`config.mk`:
```
export PLATFORM = sky130hd
export DESIGN_NAME = time_keeper_display_flat
export DESIGN_NICKNAME = d
export VERILOG_FILES = /design/src/rtl/time_keeper_display_if.sv /design/src/rtl/time_keeper_display.sv /design/src/flat_wrapper.sv
export SDC_FILE = /design/constraint.sdc
export NUM_CORES = 1
export LEC_CHECK = 0
export ABC_CLOCK_PERIOD_IN_PS = 2100
export CAP_MARGIN = 20
export CORE_UTILIZATION = 40
export CTS_CLUSTER_DIAMETER = 200
export DETAILED_ROUTE_END_ITERATION = 6
export GPL_TIMING_DRIVEN = 0
export SLEW_MARGIN = 10
export SYNTH_ARGS = -nofsm -noshare
export SYNTH_HDL_FRONTEND = slang
export SYNTH_SLANG_ARGS = --single-unit
```
`constraint.sdc`:
```
create_clock -name cmosClock -period 2.1 [get_ports cmosClock]
set_clock_uncertainty 0.2 [all_clocks]
set_input_delay 0.63 -clock cmosClock [delete_from_list [all_inputs] [get_ports cmosClock]]
set_output_delay 0.63 -clock cmosClock [all_outputs]
set_load 0.02 [all_outputs]
```
`src/rtl/time_keeper_display_if.sv`:
```
// time_keeper_display_if: divider ticks and buttons in, display and BCD time out
interface time_keeper_display_if;
   logic       secondClock;
   logic       displayClock;
   logic       setHour;
   logic       setMinute;
   logic [3:0] anode;
   logic [6:0] cathode;
   logic       dp;
   logic [7:0] hourBCD;
   logic [7:0] minuteBCD;
   logic [7:0] secondBCD;
   modport master (
      output secondClock, displayClock, setHour, setMinute,
      input  anode, cathode, dp, hourBCD, minuteBCD, secondBCD
   );
   modport slave (
      input  secondClock, displayClock, setHour, setMinute,
      output anode, cathode, dp, hourBCD, minuteBCD, secondBCD
   );
endinterface

```
`src/rtl/time_keeper_display.sv`:
```
// time_keeper_display: BCD wall clock with a multiplexed HH.MM seven-segment scan
module time_keeper_display #(
   parameter bit USE_12H  = 1'b0,
   parameter bit DP_BLINK = 1'b1
) (
   input logic                  cmosClock,
   input logic                  resetN,
   time_keeper_display_if.slave bus
);
   localparam logic [7:0] HOUR_MAX = USE_12H ? 8'h12 : 8'h23;
   localparam logic [7:0] HOUR_LOW = USE_12H ? 8'h01 : 8'h00;
   localparam logic [7:0] HOUR_RST = USE_12H ? 8'h12 : 8'h00;
   logic [3:0] s1, s2, hist, ev;
   logic [1:0] idx;
   logic       sec_tick, min_carry, hour_inc;
   logic [3:0] digit;
   logic [6:0] seg;

   function automatic logic [7:0] bcd_inc(input logic [7:0] v, input logic [7:0] top, input logic [7:0] low);
      return (v == top) ? low : (v[3:0] == 4'd9) ? {v[7:4] + 4'd1, 4'd0} : {v[7:4], v[3:0] + 4'd1};
   endfunction

   // bit order {setMinute, setHour, displayClock, secondClock}; ev is one pulse per rising edge
   always_ff @(posedge cmosClock or negedge resetN)
      if (!resetN) begin
         s1   <= '0;
         s2   <= '0;
         hist <= '0;
      end else begin
         s1   <= {bus.setMinute, bus.setHour, bus.displayClock, bus.secondClock};
         s2   <= s1;
         hist <= s2;
      end

   assign ev        = s2 & ~hist;
   assign sec_tick  = ev[0] & ~ev[3];
   assign min_carry = sec_tick && bus.secondBCD == 8'h59;
   assign hour_inc  = ev[2] | (min_carry && bus.minuteBCD == 8'h59);

   // time counters and scan index; a minute set clears seconds and swallows a same-cycle tick
   always_ff @(posedge cmosClock or negedge resetN)
      if (!resetN) begin
         bus.hourBCD   <= HOUR_RST;
         bus.minuteBCD <= 8'h00;
         bus.secondBCD <= 8'h00;
         idx           <= 2'd0;
      end else begin
         bus.secondBCD <= ev[3] ? 8'h00 : sec_tick ? bcd_inc(bus.secondBCD, 8'h59, 8'h00) : bus.secondBCD;
         bus.minuteBCD <= (ev[3] | min_carry) ? bcd_inc(bus.minuteBCD, 8'h59, 8'h00) : bus.minuteBCD;
         bus.hourBCD   <= hour_inc ? bcd_inc(bus.hourBCD, HOUR_MAX, HOUR_LOW) : bus.hourBCD;
         idx           <= idx + {1'b0, ev[1]};
      end

   // select the digit under the scan index and encode it, blanking a leading hour zero in 12h mode
   always_comb begin
      seg   = 7'h7f;
      digit = idx == 2'd0 ? bus.minuteBCD[3:0] : idx == 2'd1 ? bus.minuteBCD[7:4] :
              idx == 2'd2 ? bus.hourBCD[3:0] : bus.hourBCD[7:4];
      case (digit)
         4'd0: seg = 7'h40;
         4'd1: seg = 7'h79;
         4'd2: seg = 7'h24;
         4'd3: seg = 7'h30;
         4'd4: seg = 7'h19;
         4'd5: seg = 7'h12;
         4'd6: seg = 7'h02;
         4'd7: seg = 7'h78;
         4'd8: seg = 7'h00;
         4'd9: seg = 7'h10;
         default: seg = 7'h7f;
      endcase
      if (USE_12H && idx == 2'd3 && digit == 4'd0) seg = 7'h7f;
   end

   // registered display drive; the colon dp sits on digit 2
   always_ff @(posedge cmosClock or negedge resetN)
      if (!resetN) begin
         bus.anode   <= 4'b1110;
         bus.cathode <= 7'h40;
         bus.dp      <= 1'b1;
      end else begin
         bus.anode   <= ~(4'b0001 << idx);
         bus.cathode <= seg;
         bus.dp      <= (idx == 2'd2) ? (DP_BLINK ? ~s2[0] : 1'b0) : 1'b1;
      end
endmodule

```
`src/flat_wrapper.sv`:
```
// flat-port wrapper written by rule: the top's interface ports become plain ports
module time_keeper_display_flat 
#(
   parameter bit USE_12H  = 1'b0,
   parameter bit DP_BLINK = 1'b1
)
  (cmosClock, resetN, bus_secondClock, bus_displayClock, bus_setHour, bus_setMinute, bus_anode, bus_cathode, bus_dp, bus_hourBCD, bus_minuteBCD, bus_secondBCD);
  time_keeper_display_if bus_i ();
  input logic cmosClock;
  input logic resetN;
  input wire logic [$bits(bus_i.secondClock)-1:0] bus_secondClock;
  input wire logic [$bits(bus_i.displayClock)-1:0] bus_displayClock;
  input wire logic [$bits(bus_i.setHour)-1:0] bus_setHour;
  input wire logic [$bits(bus_i.setMinute)-1:0] bus_setMinute;
  output wire logic [$bits(bus_i.anode)-1:0] bus_anode;
  output wire logic [$bits(bus_i.cathode)-1:0] bus_cathode;
  output wire logic [$bits(bus_i.dp)-1:0] bus_dp;
  output wire logic [$bits(bus_i.hourBCD)-1:0] bus_hourBCD;
  output wire logic [$bits(bus_i.minuteBCD)-1:0] bus_minuteBCD;
  output wire logic [$bits(bus_i.secondBCD)-1:0] bus_secondBCD;
  assign bus_i.secondClock = bus_secondClock;
  assign bus_i.displayClock = bus_displayClock;
  assign bus_i.setHour = bus_setHour;
  assign bus_i.setMinute = bus_setMinute;
  assign bus_anode = bus_i.anode;
  assign bus_cathode = bus_i.cathode;
  assign bus_dp = bus_i.dp;
  assign bus_hourBCD = bus_i.hourBCD;
  assign bus_minuteBCD = bus_i.minuteBCD;
  assign bus_secondBCD = bus_i.secondBCD;
  time_keeper_display #(.USE_12H(USE_12H), .DP_BLINK(DP_BLINK)) u_core (.cmosClock(cmosClock), .resetN(resetN), .bus(bus_i));
endmodule
```
-- Word level (Yosys, flattened, before mapping)
Memory sizes are Yosys's and may differ from the RTL's. A register that Yosys moved wholly into a read port is not among the register bits.
Index checks and enable logic that the tools add are counted.
- register bits after elaboration: 43
- ROM bits: 112
- input port bits: 6
- memories kept: 1
- memory list (name ; words ; bits a word ; rd ports ; clocked after memory_dff ; write ports ; RTL line ; text):
    (name not given) ; 16 ; 7 ; 1 ; 1 ; 0 ; time_keeper_display.sv:59 ; case (digit)
- add/subtract/negate cells: 7
- equality and inequality tests: 8
- shift operators: 1
- multiplexer cells: 12
- bitwise operators: 8
- reduce and logical (&&, ||, !) cells: 11
- operator list (operator ; number):
    $mux W8 ; 8
    $add A4 B1 Y4 const B ; 6
    $eq A8 B7 Y1 const B ; 2
    $eq A4 B4 Y1 const B ; 3
    $mux W4 ; 3
    $eq A8 B6 Y1 const B ; 1
    $not A4 Y4 ; 2
    $reduce_and A2 Y1 ; 3
    $reduce_bool A2 Y1 ; 3
    $and A4 B4 Y4 ; 1
    $shl A1 B2 Y4 const A ; 1
    $reduce_bool A3 Y1 ; 1
    $add A2 B1 Y2 ; 1
    $eq A2 B1 Y1 const B ; 1
    $eq A2 B2 Y1 const B ; 1
    $logic_and A1 B1 Y1 ; 2
    $logic_not A2 Y1 ; 1
    $not A1 Y1 ; 2
    $or A1 B1 Y1 ; 2
    $and A1 B1 Y1 ; 1
    $logic_not A1 Y1 ; 1
    $mux W1 ; 1

-- Logic depth before layout (Yosys ltp)
- word-level depth: 8
- gate-level depth with buffers: 8
- depth with buffers taken out: 7

-- Worst setup path before layout
OpenSTA, ideal clock, no wires.
- path kind: register -> register
- start: reg u_core.bus.secondBCD[4]
- end: reg u_core.bus.minuteBCD[7]
- setup time: 66 ps
- arrival time: 1733 ps
- data required time: 1834 ps
- setup slack: 101 ps
- stages on the path, launching flop included: 7
- path buffers: 0
- path through: dfrtp_1 > ha_1 > and3b_2 > and4_4 > o21ai_2 > or4_1 > nand2_1
- word-level cells in the longest chain between the ends: 4
- RTL lines (element ; RTL line ; text):
    start: declaration ; time_keeper_display_if.sv:19 ; output anode, cathode, dp, hourBCD, minuteBCD, secondBCD
    start signal: assignment ; time_keeper_display.sv:48 ; bus.secondBCD <= ev[3] ? 8'h00 : sec_tick ? bcd_inc(bus.secondBCD, 8'h59, 8'h00) : bus.secondBCD;
    $eq A8 B7 Y1 ; time_keeper_display.sv:37 ; assign min_carry = sec_tick && bus.secondBCD == 8'h59;
    $logic_and A1 B1 Y1 ; time_keeper_display.sv:37 ;
    $or A1 B1 Y1 ; time_keeper_display.sv:49 ; bus.minuteBCD <= (ev[3] | min_carry) ? bcd_inc(bus.minuteBCD, 8'h59, 8'h00) : bus.minuteBCD;
    $reduce_and A2 Y1 (no line) ; n/a ;
    end signal: assignment ; time_keeper_display.sv:49 ;
    end: declaration ; time_keeper_display_if.sv:19 ;
No other way between the ends.
A chain may end at the register's enable or synchronous reset.

-- Worst setup path in the final report
- start: reg u_core.bus.anode[0]
- end: out bus_anode[0]
- RTL lines (element ; RTL line ; text):
    start: declaration ; time_keeper_display_if.sv:19 ;
    start signal: assignment ; time_keeper_display.sv:82 ; bus.anode <= ~(4'b0001 << idx);
    end: declaration ; flat_wrapper.sv:15 ; output wire logic [$bits(bus_i.anode)-1:0] bus_anode;
No word-level cell between the ends.

==> flow_summary.yaml <==
cts:
  numCtsBuffers: 5
  clock-root-buffer: "clkbuf_8"
  path_clk_slew_ps: 90
  h-tree-depth: 2
  cts_sinks: 50
  postCtsHoldBufs: 0
  cts_tree: "built"
  cts_buffer_depth: 2
  insertion_delay_ps: 300
worst_setup_path:
  worstRegToRegCells: 7
  cpMaxStageDelayCell: "clkdlybuf4s50_1"
  crit_required_ps: 1270
  max_stage_delay_ps: 590
  worst_path_dominant_cell_family: "buffers and inverters"
  cp-end-kind: "output port"
  criticalPathCategory: "reg -> out"
  startpoint_type: "register"
  timing.critical_path.buf_inv: 1
  crit_arrival_ps: 1230
  path_depth: 1
  critPathMaxFanout: 1
  path_cells: "clkdlybuf4s50_1"
flow_run:
  max-cap-violations: 0
floorplan:
  core_um2: 5570
  die_w_um: 78.3
  num_io_pins: 42
  initial_core_util_pct: 41.8
  num_rows: 27
  die_area_um2: 6140
  die_h_um: 78.3
power_and_ir_drop:
  power_density_nw_per_um2: 1210
  irDropWorstVdd_uv: 584
  p_leak_nw: 1.40
finish:
  final_area_um2: 3040
  utilization_pct: 54.5
  syn_to_final_growth_pct: 30.2
  drive_above_1_share_pct: 20.6
  nNetsFinal: 276
  n_antenna_cell: 0
placed_design:
  io_buffer_count: 41
  dpl_worst_slack_ps: 13.4
  hpwlAfterDp_um: 3130
  place.gp.congestion: 0.753
  placed_area_um2: 2850
timing:
  relSlewSlack_pct: 65.6
  clock.fmax_mhz: 486
  rsz0062_at_grt: "true"
  hold_viol: 0
  timing.final.max_slew_violations: 0
  period_share_pct: 98.0
  worst_slew_pin_slew_ps: 517
  layout_setup_ws_ps: 41.5
  setup_viol: 0
  whs_ps: 90.8
  fin_crit_ps: 2060
yosys:
  netlist_instances: 204
  async_reset_ff_share_pct: 100
  ys_warn_count: 0
  syn_nets: 224
  ys_ff_latch: 50
  ys_types: 45
  syn_area_per_cell_um2: 11.4
  synth_ff_type: "dfrtp_1"
  yosysSeqAreaShare_pct: 53.9
  synth-edff-count: 0
  netlist_area_um2: 2330
global_route:
  grt_antenna_before_repair: 0
  grt_pass1_wl_um: 7420
  globalRoute.totalOverflow: 0
  grt_max_degree: 30
  grt_pass1_vias: 1504
  grt_usage_pct: 15.7
routing:
  post_drt_wl_per_cell_um: 13.4
  ant_nets: 0
  vias: 1686
  drcViolationCount: 0
  via_per_inst: 5.12
  drtIter0Drc: 44
  wl_um: 4400
  dr.pass1.iters: 4
status:
  outcome: "finished clean"
min_path:
  min_path_type: "in -> async"
[layer usage]
| metal | vias up | routed length, um | global-route usage, % |
|---|---|---|---|
| li1 | 826 | - | - |
| met1 | 828 | 2100 | 21.8 |
| met2 | 30 | 2110 | 24.2 |
| met3 | 2 | 169 | 4.07 |
| met4 | 0 | 24 | 4.44 |
| met5 | - | 0 | 0 |
[per-stage QoR]
step	TNS, ps	instances	total power, mW
floorplan	0	204	2.45
global placement	-61640	317	3.03
detailed placement	0	318	3.07
CTS	0	326	3.65
global route	-41.1	329	3.97
finish	0	329	3.68
[timing repair]
action,CTS,global route
setup endpoints to repair,29,12
resized for setup,30,20
buffers inserted,0,3
pin swaps,0,4
[power breakdown]
| part | switching, mW | internal [mW] | total [mW] |
|---|---|---|---|
| combinational | 0.855 | 0.680 | 1.53 |
| clock | 0.326 | 0.357 | 0.683 |
| sequential | 0.230 | 1.23 | 1.46 |
| total | 1.41 | 2.27 | 3.68 |
[cells by family after synthesis]
group           Yosys count  share of synthesized area [%]
buf+inv                  19                           3.49
xor+xnor                  3                           1.13
compound gates           48                           13.2
simple gates             66                           16.9
fa+ha+maj                14                           7.51
mux                       4                           3.86
flops                    50                           53.9
[final timing paths]
check                                             start                     to  slack [ps]
worst max-delay path                u_core.bus.anode[0]           bus_anode[0]          40
worst min-delay path                             resetN         u_core.hist[0]          90
worst max register to register  u_core.bus.secondBCD[5]  u_core.bus.hourBCD[2]          70
worst min register to register             u_core.s1[2]           u_core.s2[2]         150
max in group asynchronous                        resetN    u_core.bus.anode[3]        1000
min in group cmosClock                     u_core.s1[2]           u_core.s2[2]         150
[sequential cells by signal, indices dropped and copies added, names as in the netlist]
name,flops
u_core.idx,2
u_core.bus.secondBCD,8
u_core.s2,4
u_core.bus.hourBCD,8
u_core.hist,4
u_core.bus.cathode,7
u_core.s1,4
u_core.bus.dp,1
u_core.bus.minuteBCD,8
u_core.bus.anode,4
[cell type report]
class	count	area (um2)
Fill cell	512	2540
Sequential cell	50	1260
Multi-Input combinational cell	135	1070
Timing Repair Buffer	45	412
Tap cell	72	90.1
Clock buffer	5	68.8
Inverter	15	56.3
Clock inverter	3	43.8
Buffer	4	27.5
[cells in the final DEF (no fill, tap or decap), drive strengths merged, types with 2 or more instances in the layout]
| cell type | Yosys | layout |
|---|---|---|
| dfrtp | 45 | 45 |
| dlygate4sd2 | 0 | 29 |
| o21ai | 23 | 23 |
| inv | 15 | 16 |
| nand2 | 15 | 15 |
| ha | 14 | 14 |
| nor2 | 12 | 12 |
| a21oi | 11 | 11 |
| clkdlybuf4s50 | 0 | 11 |
| nor3 | 8 | 8 |
| buf | 3 | 8 |
| clkbuf | 1 | 6 |
| dfstp | 5 | 5 |
| nand2b | 5 | 5 |
| nand3 | 5 | 5 |
| mux4 | 4 | 4 |
| nand3b | 4 | 4 |
| nor2b | 4 | 4 |
| o31ai | 4 | 4 |
| and3b | 3 | 3 |
| or4 | 2 | 2 |
| a31o | 2 | 2 |
| and3 | 2 | 2 |
| xnor2 | 2 | 2 |
| a41oi | 2 | 2 |
[synthesized netlist by cell type, types with 2 or more instances]
cell / count / area share, %
or4_1: 2 / 0.64
nand2b_1: 5 / 1.3
o31ai_1: 4 / 1.3
nand3_1: 5 / 1.1
nor3_1: 7 / 1.5
mux4_2: 4 / 3.9
o21ai_0: 17 / 3.6
dfrtp_1: 45 / 48
nor2b_1: 4 / 1.1
a21oi_1: 11 / 2.4
buf_2: 2 / 0.43
xnor2_1: 2 / 0.75
dfstp_2: 5 / 5.6
nor2_1: 10 / 1.6
nand3b_1: 4 / 1.3
and3b_1: 2 / 0.75
nand2_1: 14 / 2.3
ha_1: 14 / 7.5
a31o_2: 2 / 0.75
inv_1: 15 / 2.4
o21ai_2: 3 / 1.1
and3_1: 2 / 0.54
o21ai_1: 3 / 0.64
Note: power is estimated with default switching activity, not from simulation.
